===== src/rtl/byte_uart_tx_pkg.sv =====
// Shared FSM encoding and 8N1 framing constants for the byte UART transmitter.
// Pure declarations: no latency and no backpressure.
package byte_uart_tx_pkg;

    typedef enum logic [1:0] {
        IDLE  = 2'd0,
        START = 2'd1,
        DATA  = 2'd2,
        STOP  = 2'd3
    } uart_state_e;

    localparam int unsigned UART_DATA_BITS  = 8;
    localparam int unsigned UART_FRAME_BITS = 10;

endpackage


===== src/rtl/byte_uart_tx_fifo.sv =====
// Byte FIFO with wrapping pointers and an extra count bit; head is visible combinationally.
// Write-to-count latency is one edge; a push while full is dropped, even with a concurrent pop.
module byte_fifo #(
    parameter int DEPTH = 16
) (
    input  logic                     clk,
    input  logic                     resetn,
    input  logic                     push,
    input  logic [7:0]               push_dat,
    input  logic                     pop,
    output logic [7:0]               pop_dat,
    output logic                     full,
    output logic                     empty,
    output logic [$clog2(DEPTH):0]   count
);
    localparam int AW = $clog2(DEPTH);

    logic [7:0]    mem_q [DEPTH];
    logic [AW-1:0] wr_ptr_q, wr_ptr_d;
    logic [AW-1:0] rd_ptr_q, rd_ptr_d;
    logic [AW:0]   count_q, count_d;
    logic          do_push, do_pop;

    always_comb begin
        full     = (count_q == (AW+1)'(DEPTH));
        empty    = (count_q == '0);
        do_push  = push && !full;
        do_pop   = pop && !empty;
        wr_ptr_d = wr_ptr_q + AW'(do_push);
        rd_ptr_d = rd_ptr_q + AW'(do_pop);
        count_d  = count_q + (AW+1)'(do_push) - (AW+1)'(do_pop);
        count    = count_q;
        pop_dat  = mem_q[rd_ptr_q];
    end

    always_ff @(posedge clk or negedge resetn) begin
        if (!resetn) begin
            wr_ptr_q <= '0;
            rd_ptr_q <= '0;
            count_q  <= '0;
        end else begin
            wr_ptr_q <= wr_ptr_d;
            rd_ptr_q <= rd_ptr_d;
            count_q  <= count_d;
        end
    end

    // Storage is never reset; the pointers alone define which entries are live.
    always_ff @(posedge clk) begin
        if (do_push) begin
            mem_q[wr_ptr_q] <= push_dat;
        end
    end

endmodule


===== src/rtl/byte_uart_tx.sv =====
// Queues CPU bytes and serialises them as 8N1 frames on a registered, idle-high line.
// Strobe at edge k starts the start bit after edge k+1; bytes strobed while full are dropped with an overflow pulse.
module byte_uart_tx
    import byte_uart_tx_pkg::*;
#(
    parameter int CLK_DIV    = 868,
    parameter int FIFO_DEPTH = 16
) (
    input  logic                          clk,
    input  logic                          resetn,
    input  logic [7:0]                    in_byte,
    input  logic                          in_byte_en,
    output logic                          uart_tx,
    output logic                          busy,
    output logic                          fifo_full,
    output logic [$clog2(FIFO_DEPTH):0]   fifo_count,
    output logic                          overflow
);
    localparam int                BAUD_W      = $clog2(CLK_DIV);
    localparam logic [BAUD_W-1:0] BAUD_RELOAD = BAUD_W'(CLK_DIV - 1);
    localparam logic [2:0]        LAST_BIT    = 3'(UART_DATA_BITS - 1);

    uart_state_e       state_q, state_d;
    logic [BAUD_W-1:0] baud_q, baud_d;
    logic [2:0]        bit_q, bit_d;
    logic [7:0]        shift_q, shift_d;
    logic              tx_q, tx_d;
    logic              overflow_q, overflow_d;
    logic              fifo_pop, fifo_empty, baud_done;
    logic [7:0]        fifo_head;

    byte_fifo #(.DEPTH(FIFO_DEPTH)) u_fifo (
        .clk      (clk),
        .resetn   (resetn),
        .push     (in_byte_en),
        .push_dat (in_byte),
        .pop      (fifo_pop),
        .pop_dat  (fifo_head),
        .full     (fifo_full),
        .empty    (fifo_empty),
        .count    (fifo_count)
    );

    always_comb begin
        state_d    = state_q;
        baud_d     = baud_q;
        bit_d      = bit_q;
        shift_d    = shift_q;
        tx_d       = tx_q;
        fifo_pop   = 1'b0;
        baud_done  = (baud_q == '0);
        overflow_d = in_byte_en && fifo_full;

        case (state_q)
            IDLE: begin
                tx_d = 1'b1;
                if (!fifo_empty) begin
                    fifo_pop = 1'b1;
                    shift_d  = fifo_head;
                    tx_d     = 1'b0;
                    baud_d   = BAUD_RELOAD;
                    state_d  = START;
                end
            end
            START: begin
                if (baud_done) begin
                    state_d = DATA;
                    baud_d  = BAUD_RELOAD;
                    bit_d   = '0;
                    tx_d    = shift_q[0];
                end else begin
                    baud_d = baud_q - BAUD_W'(1);
                end
            end
            DATA: begin
                if (baud_done) begin
                    baud_d = BAUD_RELOAD;
                    if (bit_q == LAST_BIT) begin
                        state_d = STOP;
                        tx_d    = 1'b1;
                    end else begin
                        // Next bit is presented on the line as the register shifts.
                        bit_d   = bit_q + 3'd1;
                        shift_d = {1'b0, shift_q[7:1]};
                        tx_d    = shift_q[1];
                    end
                end else begin
                    baud_d = baud_q - BAUD_W'(1);
                end
            end
            STOP: begin
                if (baud_done) begin
                    if (!fifo_empty) begin
                        fifo_pop = 1'b1;
                        shift_d  = fifo_head;
                        tx_d     = 1'b0;
                        baud_d   = BAUD_RELOAD;
                        state_d  = START;
                    end else begin
                        tx_d    = 1'b1;
                        baud_d  = '0;
                        state_d = IDLE;
                    end
                end else begin
                    baud_d = baud_q - BAUD_W'(1);
                end
            end
            default: begin
                tx_d    = 1'b1;
                baud_d  = '0;
                state_d = IDLE;
            end
        endcase
    end

    always_ff @(posedge clk or negedge resetn) begin
        if (!resetn) begin
            state_q    <= IDLE;
            baud_q     <= '0;
            bit_q      <= '0;
            shift_q    <= '0;
            tx_q       <= 1'b1;
            overflow_q <= 1'b0;
        end else begin
            state_q    <= state_d;
            baud_q     <= baud_d;
            bit_q      <= bit_d;
            shift_q    <= shift_d;
            tx_q       <= tx_d;
            overflow_q <= overflow_d;
        end
    end

    assign uart_tx  = tx_q;
    assign overflow = overflow_q;
    assign busy     = (state_q != IDLE) || (fifo_count != '0);

endmodule


===== config.mk =====
export PLATFORM = sky130hd
export DESIGN_NAME = byte_uart_tx
export DESIGN_NICKNAME = d
export VERILOG_FILES = /design/src/rtl/byte_uart_tx_pkg.sv /design/src/rtl/byte_uart_tx_fifo.sv /design/src/rtl/byte_uart_tx.sv
export SDC_FILE = /design/constraint.sdc
export NUM_CORES = 1
export LEC_CHECK = 0
export BUFFER_PORTS_ARGS = -buffer_cell sky130_fd_sc_hd__buf_4
export CELL_PAD_IN_SITES_DETAIL_PLACEMENT = 0
export CELL_PAD_IN_SITES_GLOBAL_PLACEMENT = 1
export CORE_AREA = 8 8 105 179
export CTS_CLUSTER_SIZE = 30
export DETAILED_ROUTE_END_ITERATION = 8
export DIE_AREA = 0 0 113 187
export PLACE_DENSITY = 0.71
export RECOVER_POWER = 50
export SYNTH_ARGS = -nofsm -noshare
export SYNTH_HDL_FRONTEND = slang
export SYNTH_SLANG_ARGS = --single-unit

===== constraint.sdc =====
create_clock -name clk -period 4.5 [get_ports clk]
set_clock_uncertainty 0.05 [all_clocks]
set_input_delay 0.225 -clock clk [delete_from_list [all_inputs] [get_ports clk]]
set_output_delay 0.225 -clock clk [all_outputs]
set_load 0.05 [all_outputs]

## Word level (Yosys, flattened, before mapping)

Memories as Yosys holds them, arrays and structs flattened.
Cells that the tools add are included.

- Register bits after elaboration: 38
- Bits in writable memories: 128
- Input bits: 11
- Word-level logic and storage cells: 77
- Memories kept: 1

Memories:

| name | depth | width | read ports | clocked after Yosys merged registers in | write ports | RTL line | source |
|---|---|---|---|---|---|---|---|
| u_fifo.mem_q | 16 | 8 | 1 | 0 | 1 | byte_uart_tx_fifo.sv:18 | `logic [7:0] mem_q [DEPTH];` |

- $add $sub $neg: 6
- Eq/ne operators: 11
- Multiplexer cells: 32
- Reductions and logical operators: 18

Operators by type and width:

| operator | count |
|---|---|
| two-way mux 10 bit | 4 |
| two-way mux 8 bit | 4 |
| case mux 10 bit (3 select lines) | 1 |
| case mux 8 bit (3 select lines) | 1 |
| != test 2 bit, second input constant | 6 |
| zero test 10 bit | 1 |
| two-way mux 1 bit | 10 |
| two-way mux 2 bit | 5 |
| subtractor 10 x 1 -> 10 bit, second input constant | 1 |
| two-way mux 3 bit | 3 |
| adder 4 x 1 -> 4 bit | 2 |
| case mux 2 bit (4 select lines) | 1 |
| AND reduction 4 bit | 2 |
| case mux 3 bit (2 select lines) | 1 |
| adder 5 x 1 -> 5 bit | 1 |
| == test 5 bit, second input constant | 1 |
| zero test 5 bit | 1 |
| AND reduction 5 bit | 1 |
| nonzero test 5 bit | 1 |
| subtractor 5 x 1 -> 5 bit | 1 |
| == test 2 bit, second input constant | 2 |
| case mux 1 bit (4 select lines) | 1 |
| nonzero test 2 bit | 2 |
| adder 3 x 1 -> 3 bit, second input constant | 1 |
| other kinds (10) | 13 |

## Depth between registers and ports, before layout

Gate-level depths: netlist of the first run.

- Depth after elaboration: 6
- Gate-level depth with buffers: 15
- Mapped depth without buffers: 15

## By module

A second synthesis of the first run with hierarchy kept.

- Cells, all modules: 426
- Area total of the unflattened synthesis: 7225.7 um2

Modules (own cells, without submodules):

| module | instances | cells an instance | area each (um2) | sequential area each (um2) |
|---|---|---|---|---|
| byte_fifo | 1 | 275 | 5654.2 | 4169.0 |
| byte_uart_tx | 1 | 151 | 1571.5 | 626.9 |

## Worst setup path before layout of the first run

No wires, ideal clock.

- Path type: reg-to-reg
- Start point: register u_fifo.count_q[3] (netlist: u_fifo.count[3])
- End point: register u_fifo.count_q[4] (netlist: u_fifo.count[4])
- Setup time: 0.125 ns
- Arrival time: 3.709 ns
- Slack: 0.616 ns
- Cell stages (with the launch flop): 12
- Path buffers: 0
- Path through: dfrtp_1 inv_1 ha_1 nor4bb_1 nor2b_1 ha_1 inv_1 fa_1 inv_1 a21oi_1 o21bai_1 xnor2_1

- Elaborated cells between the ends (all ways): 11

RTL lines:

| element | RTL line | source |
|---|---|---|
| from (decl) | byte_uart_tx_fifo.sv:21 | `logic [AW:0] count_q, count_d;` |
| from (signal assigned) | byte_uart_tx_fifo.sv:44 | `count_q <= count_d;` |
| == test 5 bit | byte_uart_tx_fifo.sv:25 | `full = (count_q == (AW+1)'(DEPTH));` |
| net fifo_full | byte_uart_tx.sv:15 | `output logic fifo_full,` |
| zero test 1 bit | byte_uart_tx_fifo.sv:27 | `do_push = push && !full;` |
| logical AND 1 bit | byte_uart_tx_fifo.sv:27 |  |
| adder 5 x 1 -> 5 bit | byte_uart_tx_fifo.sv:31 | `count_d = count_q + (AW+1)'(do_push) - (AW+1)'(do_pop);` |
| subtractor 5 x 1 -> 5 bit | byte_uart_tx_fifo.sv:31 |  |
| net u_fifo.count_d[4] | byte_uart_tx_fifo.sv:21 |  |

The timed path passes the listed nets, and every way through them passes these cells.
A chain may end at the register's enable or synchronous reset.

## Worst setup path in the final report of the first run

- Start point: register baud_q[0]
- End point: register u_fifo.count_q[4] (netlist: u_fifo.count[4])

- Cells in the longest elaborated chain, start to end: 5

Ends and longest elaborated chain:

| element | RTL line | source |
|---|---|---|
| from (decl) | byte_uart_tx.sv:24 | `logic [BAUD_W-1:0] baud_q, baud_d;` |
| from (signal assigned) | byte_uart_tx.sv:126 | `baud_q <= baud_d;` |
| zero test 10 bit | byte_uart_tx.sv:51 | `baud_done = (baud_q == '0);` |
| two-way mux 1 bit | byte_uart_tx.sv:92 | `if (baud_done) begin` |
| case mux 1 bit (2 select lines) | byte_uart_tx.sv:54 | `case (state_q)` |
| logical AND 1 bit | byte_uart_tx_fifo.sv:28 | `do_pop = pop && !empty;` |
| subtractor 5 x 1 -> 5 bit | byte_uart_tx_fifo.sv:31 |  |
| net u_fifo.count_d[4] | byte_uart_tx_fifo.sv:21 |  |

The timed path passes the listed nets, and every way through them passes these cells.

==> impl_metrics.ini, run 1 <==
[critical_path]
crit_required_ns = 4.79
critPathLaunchType = register
critPathSlowestCell = or4b_1
arrival_ns = 3.61
path_cells = inv_1 > ha_1 > or4b_1 > nor3_2 > buf_4 > a21oi_1 > nor3_1 > ha_1 > inv_1 > ha_1 > inv_1 > fa_1 > inv_1 > a21oi_1 > o21bai_1 > xnor2_1
worstSetupStartpoint = baud_q[0]$_DFFE_PN0P_
max_stage_delay_ns = 0.51
crit_top_cell = inv_1
crit_path_end_kind = register
reg2reg_from = baud_q[0]$_DFFE_PN0P_
path_class = register to register
crit_path_max_fanout = 9

[cts]
path_clk_slew_ns = 0.06
clockBufferDepth = 2
post_cts_buffers = 0
clkLatencyLatePin_ns = 0.42
post_cts_resized = 0
root_buffer = clkbuf_16
holdBufCountCts = 2
numCtsBuffers = 17
cts.sinks = 166
cts_tree = built
htree_levels = 4

[logic_synthesis]
syn_avg_cell_area_sq_um = 14.9
synth_compound_area_share_pct = 9.49
synth-async-reset-ratio_pct = 22.9
synthTopCellsByCount = edfxtp_1, mux2i_1, dfrtp_1, a22oi_1, nor2_1
synth_cell_types = 57
synth.top_cells.by_area = edfxtp_1, dfrtp_1, mux2i_1, ha_1, a22oi_1
seq_area_frac_synth_pct = 66.4
synth_top_area_share_pct = 53.2
synth_xor_area_share_pct = 0.970
ys_ff_latch = 166
yosys.area_share.simple_pct = 7.01
synth_most_common_cell = edfxtp_1
synthesis.area_sq_um = 7220
yosys.area.top_type = edfxtp_1
syn-num-nets = 517
synth-warning-count = 0
synth-edff-count = 128
synth_top_family_by_area = multiplexers
synth_fa_ha_area_share_pct = 3.57
muxShareOfSynthArea_pct = 9.68
syn_inst = 486
ys.flop_type = edfxtp_1

[detailed_routing]
vias_per_cell = 5.85
wire_per_inst_um = 22.4
drt-met1-wl_um = 6010
route.met2.wl_um = 9020
top_layer_used = met4
routed-wl-met3_um = 550
wirelength_um = 15900
first_iter_violations = 295
drtAntennaViolNets = 0
drc = 0
firstDrtPassIters = 4
via_count = 4159

[sta]
slew_viol_final = 39
fin_crit_sh_pct = 73.7
setup_violations = 0
fmax_mhz = 302
relSlewSlack_pct = -45.0
hold_viol_final = 0
worstMarginPinSlew_ns = 2.17
worst_hold_slack_ns = 0.300
rsz0062_at_grt = false
fin_crit_ns = 3.31
setup_tns_ns = 0
fin_ws_ns = 1.19

[floorplan]
design.portCount = 20
start_util_pct = 44.3
die_h_um = 187
dieArea_sq_um = 21100
core-area_sq_um = 16300
fp-row-count = 62
die_w_um = 113

[pwr]
ir_worst_vdd_v = 0.000279
p_total_mw = 3.84
power_leakage_nw = 2.74
p_per_area_nw_per_um2 = 476

[global_routing]
overflow = 0
grt_pass1_vias = 4457
grt_pass1_wl_um = 25100
grt_max_degree = 39
track_usage_pct = 15.8
antenna_found_initial = 0

[place]
gp_congestion = 0.812
dp.cells = 678
dpl.hpwl_um = 11000
place_ws_ns = 1.19
dpl_cell_area_sq_um = 7540
io_buffers = 19

[final_layout]
drive_gt1_share_pct = 11.4
antennaDiodeCount = 0
area_growth_pct = 11.7
instances_no_fill = 711
final_core_utilization_pct = 49.5
final_net_count = 538
fin_area_sq_um = 8070

[outcome]
status = finished with violations
violations = max-capacitance violations, max-slew violations

[run]
maxCapViolations = 1

[min_path]
hp-class = primary input to register
holdCritStartpoint = in_byte[6]
## path summary, 6_finish.rpt
path | endpoint | slack (ns) | cells after the start
worst max-delay path | u_fifo.count[4]$_DFF_PN0_ | 1.19 | 16
worst min-delay path | u_fifo.mem_q[8][6]$_DFFE_PP_ | 0.30 | 1
worst max register to register | u_fifo.count[4]$_DFF_PN0_ | 1.19 | 16
worst min register to register | bit_q[1]$_DFFE_PN0P_ | 0.44 | 1
max in group asynchronous | u_fifo.rd_ptr_q[1]$_DFF_PN0_ | 2.07 | 2
min in group asynchronous | bit_q[1]$_DFFE_PN0P_ | 0.93 | 2
## layout make-up
type | instances | area [sq um]
fill | 1392 | 8220
sequential | 166 | 4800
multi-input combinational | 271 | 2220
clock buffer | 17 | 425
tap | 192 | 240
timing repair buffer | 28 | 166
clock inverter | 14 | 135
inverter | 23 | 86.3
## placed cells by master (no fill, tap or decap), types with 12 or more instances in the layout
master	instances
edfxtp_1	128
nand3_1	12
clkbuf_1	13
mux2i_1	56
buf_4	13
ha_1	19
a22oi_1	28
clkbuf_16	17
dfrtp_1	36
a211oi_1	13
nor2_1	25
inv_1	23
## sequential cells by signal, indices dropped and copies added, names as in the netlist
register,cells
state_q,2
u_fifo.rd_ptr_q,4
baud_q,10
u_fifo.mem_q,128
u_fifo.wr_ptr_q,4
uart_tx,1
bit_q,3
u_fifo.count,5
overflow,1
shift_q,8
## where the power goes
group	switching, mW	internal (mW)	leakage, nW	total [mW]
logic	0.353	0.171	0.877	0.524
clock network	0.582	0.807	0.264	1.39
registers	0.102	1.83	1.60	1.93
## layer usage
| metal | GRT usage (%) | vias to the layer above |
|---|---|---|
| met5 | 0 | - |
| met2 | 29.7 | 79 |
| met1 | 16.6 | 2125 |
| met4 | 6.19 | 0 |
| met3 | 3.27 | 21 |
| li1 | - | 1934 |
## cell families after synthesis
group           Yosys count
buf+inv                  49
simple gates             88
compound gates           91
xor+xnor                  8
fa+ha+maj                20
flops                   166
mux                      64
## worst max-delay path: cells and delay by family (launching register included)
| family | cells | cell delay [ns] |
|---|---|---|
| AND/OR/NAND/NOR | 3 | 0.87 |
| buffers and inverters | 5 | 0.51 |
| adder cells (fa/ha/maj) | 4 | 1.01 |
| AO/OA/AOI/OAI | 3 | 0.29 |
| flip-flops | 1 | 0.39 |
| XOR/XNOR | 1 | 0.14 |
Note: power is estimated with default switching activity, not from simulation.
==> run 2: changes to the inputs <==
--- a/config.mk
+++ b/config.mk
@@ -12,7 +12,7 @@
 export CTS_CLUSTER_SIZE = 30
 export DETAILED_ROUTE_END_ITERATION = 8
 export DIE_AREA = 0 0 113 187
-export PLACE_DENSITY = 0.71
+export PLACE_DENSITY = 0.74
 export RECOVER_POWER = 50
 export SYNTH_ARGS = -nofsm -noshare
 export SYNTH_HDL_FRONTEND = slang
==> constraint.sdc (replaced) <==
create_clock -name clk -period 2.75 [get_ports clk]
set_clock_uncertainty 0.05 [all_clocks]
set_input_delay 0.1375 -clock clk [delete_from_list [all_inputs] [get_ports clk]]
set_output_delay 0.1375 -clock clk [all_outputs]
set_load 0.05 [all_outputs]
==> impl_metrics.ini, run 2 (same netlist as run 1, synthesis figures left out) <==
[sta]
hold_viol_final = 0
setup_tns_ns = -0.314
fmax_mhz = 343
worstMarginPinSlew_ns = 1.20
fin_crit_sh_pct = 106
fin_ws_ns = -0.161
relSlewSlack_pct = 20.1
fin_crit_ns = 2.91
slew_viol_final = 0
rsz0062_at_grt = true
setup_violations = 2

[detailed_routing]
first_iter_violations = 331
route.met2.wl_um = 8910
top_layer_used = met4
via_count = 4352
drc = 0
drt-met1-wl_um = 5910
drtAntennaViolNets = 0
firstDrtPassIters = 4
wire_per_inst_um = 20.6
wirelength_um = 15900
routed-wl-met3_um = 369
vias_per_cell = 5.65

[run]
maxCapViolations = 0

[final_layout]
fin_area_sq_um = 8680
layout_commonest_cell = edfxtp_1
reg.largest.list = u_fifo.mem_q (128), baud_q (10), shift_q (8)
final_net_count = 596
largest_register_ffs = 128
regMostFlops = u_fifo.mem_q
drive_gt1_share_pct = 23.7
antennaDiodeCount = 0
final_core_utilization_pct = 53.3
most-common-layout-cells = edfxtp_1, buf_4, mux2i_1
area_growth_pct = 20.2

[critical_path]
crit_required_ns = 3.05
arrival_ns = 3.21
worstSetupStartpoint = baud_q[0]$_DFFE_PN0P_
rr_worst_depth = 15
crit_path_max_fanout = 2
r2r_end = u_fifo.count[4]$_DFF_PN0_
critPathSlowestCell = or4b_4
crit_buf_inv = 4
ff2ff_setup_slack_ns = -0.16
reg2reg_from = baud_q[0]$_DFFE_PN0P_
path_cells = inv_2 > ha_4 > or4b_4 > nor3_4 > a21oi_2 > nor3_2 > ha_1 > inv_1 > ha_2 > inv_2 > fa_2 > inv_2 > a21oi_2 > o21bai_1 > xnor2_1
cp_num_cells = 15
critPathLaunchType = register
max_stage_delay_ns = 0.50
crit_path_end = u_fifo.count[4]$_DFF_PN0_
cp_top_family = adder cells
path_class = register to register
crit_path_end_kind = register
crit_top_cell = inv_2

[floorplan]
start_util_pct = 44.3
design.portCount = 20
core-area_sq_um = 16300
die_w_um = 113
die_h_um = 187
dieArea_sq_um = 21100
fp-row-count = 62

[global_routing]
grt_pass1_wl_um = 24900
grt_pass1_vias = 4597
grt_max_degree = 39
antenna_found_initial = 0
overflow = 0
track_usage_pct = 15.6

[pwr]
p_per_area_nw_per_um2 = 763
p_total_mw = 6.63
combPwrFrac_pct = 15.0
power_leakage_nw = 3.12
p_switching_mw = 1.79
p_seq_share_pct = 47.6
switching_share_pct = 27.0
ir_worst_vdd_v = 0.000652
clkPwrFrac_pct = 37.4
intPower_mw = 4.83

[place]
dpl_cell_area_sq_um = 7930
io_buffers = 19
dpl.hpwl_um = 11000
place_ws_ns = -0.282
gp_congestion = 0.801

[cts]
clockBufferDepth = 2
path_clk_slew_ns = 0.07
root_buffer = clkbuf_16
clkLatencyLatePin_ns = 0.42
htree_levels = 4
cts.sinks = 166
cts_tree = built
numCtsBuffers = 17

[outcome]
status = finished with violations
violations = negative setup slack

[min_path]
hp-class = primary input to register
hold_path_depth = 1
-- run 2: changes by cell type in the layout (fill, tap and decap cells not counted), sizes merged --
| cell | change |
|---|---|
| clkinvlp | -4 |
| buf | +58 |
| clkinv | -4 |
| dlygate4sd3 | +2 |
| bufinv | +1 |
| inv | +7 |
| clkbuf | -1 |
-- run 2: repair_timing --
| action | CTS | global route |
|---|---|---|
| endpoints found under the hold margin | 64 | 0 |
| resized for setup | 8 | 6 |
| hold buffers | 4 | 0 |
| setup buffers | 9 | 4 |
| setup endpoints to repair | 4 | 7 |
| pin swaps | 10 | 4 |
-- run 2: worst min path at each step --
stage	from	endpoint	slack, ns
global placement	resetn	baud_q[1]$_DFFE_PN0P_	0.09
global route	in_byte[5]	u_fifo.mem_q[12][5]$_DFFE_PP_	0.31
detailed placement	resetn	baud_q[0]$_DFFE_PN0P_	0.10
floorplan	resetn	baud_q[0]$_DFFE_PN0P_	-0.21
CTS	in_byte[1]	u_fifo.mem_q[14][1]$_DFFE_PP_	0.006
finish	in_byte[1]	u_fifo.mem_q[14][1]$_DFFE_PP_	0.27
-- run 2: metrics by stage --
stage | cells | hold slack [ns]
3_3_place_gp | 723 | 0.0937
4_1_cts | 768 | 0.00603
6_report | 770 | 0.273
3_5_place_dp | 723 | 0.103
2_1_floorplan | 486 | -0.208
5_1_grt | 770 | 0.308
-- run 2: layer usage --
metal | track usage (%) | vias to the layer above
met2 | 29.3 | 86
met1 | 15.7 | 2167
met3 | 2.65 | 42
met5 | 0 | -
li1 | - | 2057
met4 | 8.35 | 0
-- run 2: final cells by class --
cell class	instances	area (sq um)
sequential	166	4800
timing repair buffer	86	632
inverter	23	86.3
multi-input combinational	271	2310
fill	1356	7610
tap	192	240
clock buffer	18	429
clock inverter	14	186
-- run 2: worst register-to-register path, stage by stage (launching register included) --
cell and delay (ns):
dfrtp_1 0.39, inv_2 0.09, ha_4 0.14, or4b_4 0.50, nor3_4 0.16, a21oi_2 0.08, nor3_2 0.14, ha_1 0.26
inv_1 0.06, ha_2 0.17, inv_2 0.04, fa_2 0.36, inv_2 0.06, a21oi_2 0.04, o21bai_1 0.16, xnor2_1 0.14
-- run 2: power by group through the flow --
stage               clock network [mW]  logic, mW  registers (mW)
finish                            2.48      0.993            3.15
global route                      2.62       1.09            3.18
CTS                               2.51       1.01            3.15
detailed placement                   0      0.982            3.21
global placement                     0      0.954            3.19
floorplan                            0      0.510            3.29
